[config.mk]
export PLATFORM = sky130hd
export DESIGN_NAME = seq_addsub_chunked
export DESIGN_NICKNAME = d
export VERILOG_FILES = /design/src/rtl/seq_addsub_chunked.sv
export SDC_FILE = /design/constraint.sdc
export NUM_CORES = 1
export LEC_CHECK = 0
export BUFFER_PORTS_ARGS = -buffer_cell sky130_fd_sc_hd__clkbuf_2
export CAP_MARGIN = 15
export CORE_UTILIZATION = 34
export DETAILED_ROUTE_END_ITERATION = 10
export GPL_ROUTABILITY_DRIVEN = 0
export SLEW_MARGIN = 5
export SYNTH_ARGS = -nofsm -noshare
export SYNTH_HDL_FRONTEND = slang
export SYNTH_SLANG_ARGS = --single-unit
[constraint.sdc]
create_clock -name clk -period 2.16 [get_ports clk]
set_input_delay 0.324 -clock clk [delete_from_list [all_inputs] [get_ports clk]]
set_output_delay 0.324 -clock clk [all_outputs]
set_load 0.1 [all_outputs]
[src/rtl/seq_addsub_chunked.sv]
// seq_addsub_chunked: multi-cycle add/subtract processing CHUNK bits per clock, LSB chunk first
//   clk   - clock, rising edge
//   rst_n - asynchronous active-low reset
//   start - request, accepted only while idle
//   op    - 0 = a+b+cin, 1 = a-b-cin (cin is borrow-in)
//   cin   - carry-in / borrow-in
//   a, b  - operands, captured when start is accepted
//   busy  - operation in progress
//   done  - one-cycle pulse when sum/cout/ovf update
//   sum   - result modulo 2^WIDTH
//   cout  - add: carry-out; sub: 1 = no borrow
//   ovf   - two's-complement signed overflow
module seq_addsub_chunked #(
    parameter int WIDTH = 16,
    parameter int CHUNK = 4
) (
    input  logic             clk,
    input  logic             rst_n,
    input  logic             start,
    input  logic             op,
    input  logic             cin,
    input  logic [WIDTH-1:0] a,
    input  logic [WIDTH-1:0] b,
    output logic             busy,
    output logic             done,
    output logic [WIDTH-1:0] sum,
    output logic             cout,
    output logic             ovf
);
    localparam int NCH = WIDTH / CHUNK;
    localparam int IW = NCH > 1 ? $clog2(NCH) : 1;
    localparam logic [IW-1:0] LAST = IW'(NCH - 1);

    typedef enum logic {IDLE, RUN} state_t;

    state_t state, state_nxt;
    logic [IW-1:0] idx;
    logic carry, load, step, last, chunk_ovf;
    logic [WIDTH-1:0] opa, opb, shadow;
    logic [CHUNK:0] chunk_sum;
    logic [WIDTH+CHUNK-1:0] shifted;

    // Operand registers shift right each step, so the active chunk is always the low CHUNK bits.
    assign chunk_sum = {1'b0, opa[CHUNK-1:0]} + {1'b0, opb[CHUNK-1:0]} + {{CHUNK{1'b0}}, carry};
    // Result chunks enter at the top of the shadow register; after NCH steps it is fully ordered.
    assign shifted = {chunk_sum[CHUNK-1:0], shadow};
    // Same-sign operands giving a different-sign MSB is equivalent to carry-in XOR carry-out of the MSB.
    assign chunk_ovf = ~(opa[CHUNK-1] ^ opb[CHUNK-1]) & (opa[CHUNK-1] ^ chunk_sum[CHUNK-1]);

    always_ff @(posedge clk or negedge rst_n)
        if (!rst_n) state <= IDLE;
        else state <= state_nxt;

    always_comb
        state_nxt = state == IDLE ? (start ? RUN : IDLE) : (last ? IDLE : RUN);

    always_comb begin
        busy = state == RUN;
        load = state == IDLE && start;
        step = state == RUN;
        last = step && idx == LAST;
    end

    always_ff @(posedge clk or negedge rst_n)
        if (!rst_n) begin
            idx    <= '0;
            carry  <= 1'b0;
            opa    <= '0;
            opb    <= '0;
            shadow <= '0;
            done   <= 1'b0;
            sum    <= '0;
            cout   <= 1'b0;
            ovf    <= 1'b0;
        end else begin
            done <= last;
            if (load) begin
                opa   <= a;
                opb   <= op ? ~b : b;
                carry <= op ? ~cin : cin;
                idx   <= '0;
            end else if (step) begin
                opa    <= opa >> CHUNK;
                opb    <= opb >> CHUNK;
                carry  <= chunk_sum[CHUNK];
                shadow <= shifted[WIDTH+CHUNK-1:CHUNK];
                idx    <= idx + 1'b1;
            end
            if (last) begin
                sum  <= shifted[WIDTH+CHUNK-1:CHUNK];
                cout <= chunk_sum[CHUNK];
                ovf  <= chunk_ovf;
            end
        end
endmodule

==> results.txt, run 1 <==
Total Wirelength: 5500 um
sequential cell area fraction in the yosys report: 53.6%
Req. time, crit path: 2380 ps
H-tree lvl count: 3
met2 global-route usage: 21.3%
area of the multi-input gates: 1260 um2
Core Region: 8810 um2
async set-reset flop share out of synthesis: 100%
placed inst area: 3430 um2
Fin Setup TNS: 0 ps
FMAX: 0.527 GHz
DRC violations left: 3
Slew Viols, Final: 0
Worst Skew: 9.23 ps
worst-case hold slack: -5.25 ps
cell leakage power: 1.75 nW
CP Max Fanout: 2
Cell variety after synth: 28
DRT Pass-1 Iters: 7
max cap viols: 0
global route hottest layer: met2
Worst Max-Slew Pin Slew: 587 ps
wire length of the first global-routing pass: 9780 um
antenna cells: 0
layout cell share with drive strength beyond 1: 29.6%
grt total ovfl: 0
EDFF count, synth: 0
CP Capture Type: register
via/cell ratio: 4.67
layout net count: 369
RSZ-0062 raised after global routing: no
Setup WS pre-CTS: 263 ps
post-layout min period: 1900 ps
failing checks: design-rule violations, negative hold slack
Total GRT Usage: 12.9%
die height: 97.9 um
Seq cells post-synth: 67
HP Class: primary input to async pin
Post-CTS Setup Inserts: 0
CTS tree: built
normalized max-slew margin: 60.9%
final setup margin: 262 ps
Post-Syn Nets: 316
logic gate share of total power: 45.7%
DR vias: 2048
Clock Tree Root: clkbuf_8
Initial Utilization: 35.5%
Worst VDD drop: 0.613 mV
mapped cell area: 3130 um2
outcome: finished, violations left
Longest Clk Path Bufs: 2
top-area cell type share of the netlist area: 53.6%
Tot Pwr: 5.73 mW
IO buf count: 56
WL/cell: 12.5 um
Layout Utilization: 41.3%
CTS Buf Count: 9
post-cts hold buffer count: 0
fin crit share: 87.9%
Avg Cell Area, Syn: 11.5 um2
Layout Cells excl Fill: 439
Synth Instances: 273
number of global-route vias before repair: 2139
Die X-Extent: 97.9 um
Clk pwr share: 18.2%
Final Cell Area: 3630 um2
number of core rows: 34
Sequential Power Share: 36.1%
Reg area: 1680 um2
Ports: 57
placed cell count: 423
clock sink total: 67
Psw: 2.67 mW
CP Class: register to register
initial antenna violation count: 0
Clk Latency, worst-skew pair: 340 ps
sw frac: 46.7%
ys flop type: dfrtp_1
Power per Cell Area: 1580 nW/um2
met1 Track Usage GR: 15.6%
number of fill cells: 878
Synth-to-Final Area Change: 16.2%
YS warnings: 0
P_int: 3.05 mW
Reg clk slew, reported paths: 70 ps
Post-DP HPWL: 3790 um
DRT iter0 DRCs: 50
Final Setup Violations: 0
Worst EP arrival: 2120 ps
Post-CTS Resized: 0
area leader, netlist: dfrtp_1
startpoint types: register
total die area: 9590 um2
largest net degree at the start of global routing: 68
count of final hold-check violations: 12
DRT antenna net count: 0
synth top area cells: dfrtp_1, mux2i_1, xnor2_1, o21ai_1, nand2_1
M3 GR Usage: 5.30%
## area by class of cell
type                       count  area share (%)
multi-input combinational    179            34.8
clock inverter                 6            1.79
tap                          108            3.72
clock buffer                  10            3.79
sequential                    67            46.2
inverter                      10            1.03
timing repair buffer          59            8.68
## state kept, by name, indices dropped and copies added (netlist names)
| signal | count |
|---|---|
| busy | 1 |
| carry | 1 |
| cout | 1 |
| done | 1 |
| idx | 2 |
| opa | 16 |
| opb | 16 |
| ovf | 1 |
| shadow | 12 |
| sum | 16 |
## critical path: stages, from the launching register on
cell and delay, ps:
dfrtp_1 350, inv_1 60, fa_1 500, fa_1 430, xnor2_1 150, mux2_1 290
## cells in the mapped netlist, drive strengths merged, types with 2 or more instances
master	instances
inv	10
o21ai	34
nor2	22
nand2	35
xnor2	20
a211oi	4
buf	16
a21oi	14
ha	4
mux2	20
mux2i	20
dfrtp	67
fa	2
## metal layers
layer	routed length (um)	up-vias
met4	66	0
met5	0	-
met1	2640	977
met3	327	7
met2	2460	51
li1	-	1013
## worst paths after layout
check | startpoint | endpoint | slack (ps) | cells after the start
setup / recovery | carry | shadow[14] | 260 | 5
hold / removal | rst_n | shadow[4] | -5 | 2
setup reg to reg | carry | shadow[14] | 260 | 5
hold reg to reg | cout | cout | 480 | 2
max in group asynchronous | rst_n | busy | 1870 | 2
min in group clk | a[14] | opa[14] | 230 | 3
## power groups by stage
stage	clock [mW]	sequential [mW]	combinational (mW)
2_1_floorplan	0	3.13	1.18
3_3_place_gp	0	2.08	2.61
3_5_place_dp	0	2.11	2.65
4_1_cts	1.08	2.08	2.65
5_1_grt	1.13	2.15	2.82
6_report	1.04	2.07	2.62
## placed cells by master, fill, tap and decap left out, drive strengths merged
| cell | instances |
|---|---|
| dfrtp | 67 |
| clkbuf | 65 |
| nand2 | 35 |
| o21ai | 34 |
| nor2 | 22 |
| mux2i | 20 |
| xnor2 | 20 |
| mux2 | 20 |
| a21oi | 14 |
| inv | 10 |
| a211oi | 4 |
| ha | 4 |
| clkinv | 4 |
| buf | 4 |
| fa | 2 |
| nor2b | 1 |
| o21a | 1 |
| o31ai | 1 |
| a22o | 1 |
| clkinvlp | 1 |
| bufinv | 1 |
## cells by family (layout without fill, tap and decap cells)
logic type	Yosys count	in the layout	share of synthesized area (%)
AO/OA/AOI/OAI	55	55	10.7
adder cells (fa/ha/maj)	6	6	2.88
multiplexers	40	40	14.1
buffers and inverters	27	85	5.96
AND/OR/NAND/NOR	58	58	7.20
XOR/XNOR	20	20	5.60
flip-flops	67	67	53.6
(Power assumes the default switching activity.)
==> run 2: changes to the inputs <==
==> constraint.sdc (replaced) <==
create_clock -name clk -period 2.16 [get_ports clk]
set_input_delay 0.324 -clock clk [delete_from_list [all_inputs] [get_ports clk]]
set_output_delay 0.324 -clock clk [all_outputs]
set_load 0.01 [all_outputs]
==> results.txt, run 2 (synthesis results as in run 1) <==
IO buf count: 56
clock sink total: 67
number of core rows: 34
Final Setup Violations: 0
normalized max-slew margin: 60.4%
most common cell after layout, fill and taps aside: dfrtp_1
placed cell count: 424
DRT antenna net count: 0
grt total ovfl: 0
failing checks: design-rule violations
wire length of the first global-routing pass: 10000 um
RSZ-0062 raised after global routing: no
Slew Viols, Final: 0
Fin Setup TNS: 0 ps
Worst EP arrival: 2110 ps
CP Max Fanout: 2
cell leakage power: 1.75 nW
Clk Latency, worst-skew pair: 330 ps
outcome: finished, violations left
Reg clk slew, reported paths: 70 ps
via/cell ratio: 4.53
largest net degree at the start of global routing: 46
count of final hold-check violations: 0
CP Class: register to register
max cap viols: 0
Worst Max-Slew Pin Slew: 591 ps
Synth-to-Final Area Change: 16.4%
CTS tree: built
total die area: 9590 um2
number of global-route vias before repair: 2127
Power per Cell Area: 1270 nW/um2
Total GRT Usage: 13.1%
Post-DP HPWL: 3790 um
startpoint types: register
Layout Cells excl Fill: 441
Tot Pwr: 4.61 mW
antenna cells: 0
DRT iter0 DRCs: 75
fin crit share: 87.7%
HP Class: primary input to register
Worst VDD drop: 0.449 mV
initial antenna violation count: 0
layout net count: 371
Die X-Extent: 97.9 um
Longest Clk Path Bufs: 2
Core Region: 8810 um2
layout cell share with drive strength beyond 1: 29.7%
WL/cell: 12.4 um
DRC violations left: 3
post-layout min period: 1890 ps
DRT Pass-1 Iters: 6
Req. time, crit path: 2380 ps
CP Capture Type: register
most frequent cells in the layout: dfrtp_1, clkbuf_2, nand2_1
Ports: 57
Clock Tree Root: clkbuf_8
CTS Buf Count: 9
DR vias: 1999
Initial Utilization: 35.5%
Worst Skew: 8.43 ps
Total Wirelength: 5480 um
H-tree lvl count: 3
FMAX: 0.528 GHz
die height: 97.9 um
Largest regs: opa: 16 flops, opb: 16 flops, sum: 16 flops
==> run 2: cell types whose count changed in the layout (fill, tap and decap cells not counted) <==
cell / delta
buf_4: +1
clkbuf_8: -1
clkinv_2: +1
clkinv_4: -1
clkinvlp_4: +1
dlygate4sd3_1: +1
==> run 2: final timing paths <==
check                             from         end  slack, ps  cells past startpoint
worst min-delay path             a[14]     opa[14]        230                      3
max in group asynchronous        rst_n     opa[11]       1030                      3
worst min register to register  opa[8]      opa[4]        490                      2
worst max register to register   carry  shadow[14]        270                      5
min in group asynchronous        rst_n   shadow[4]        500                      2
worst max-delay path             carry  shadow[14]        270                      5
==> run 2: repair_timing <==
| action | 4_1_cts | 5_1_grt |
|---|---|---|
| hold endpoints to repair | 22 | 0 |
| resized for setup | 0 | 0 |
| buffers inserted | 0 | 0 |
| hold buffers | 1 | 0 |
==> run 2: area by class of cell <==
cell class | count | area, um2
clock buffer | 9 | 124
clock inverter | 7 | 68.8
fill | 853 | 5160
inverter | 10 | 37.5
multi-input combinational | 179 | 1260
sequential | 67 | 1680
tap | 108 | 135
timing repair buffer | 61 | 333
==> run 2: worst max-delay path, stage by stage (launching register included) <==
cell and delay, ps:
dfrtp_1 350, inv_1 60, fa_1 500, fa_1 430, xnor2_1 150, mux2_1 290
==> run 2: metal layers <==
metal  track usage, %  vias to the layer above  wire [um]
met4             3.85                        0         70
li1                 -                     1022          -
met2             20.3                       51       2340
met1             17.6                      916       2790
met3             4.01                       10        277
met5                0                        -          0
==> run 2: stage by stage <==
stage	setup slack, ps	utilization (%)	hold slack [ps]	cell area [um2]
4_1_cts	250	41.3	218	3640
2_1_floorplan	344	-	28.4	3130
6_report	266	41.3	231	3640
3_3_place_gp	300	39.0	330	3440
3_5_place_dp	259	39.0	342	3440
5_1_grt	102	41.3	237	3640
==> run 2: power by group <==
group	internal [mW]	total [mW]	switching, mW	leakage (nW)
sequential	1.76	2.03	0.270	0.863
clock	0.528	0.998	0.470	0.0950
combinational	0.748	1.59	0.841	0.797
total	3.03	4.61	1.58	1.75
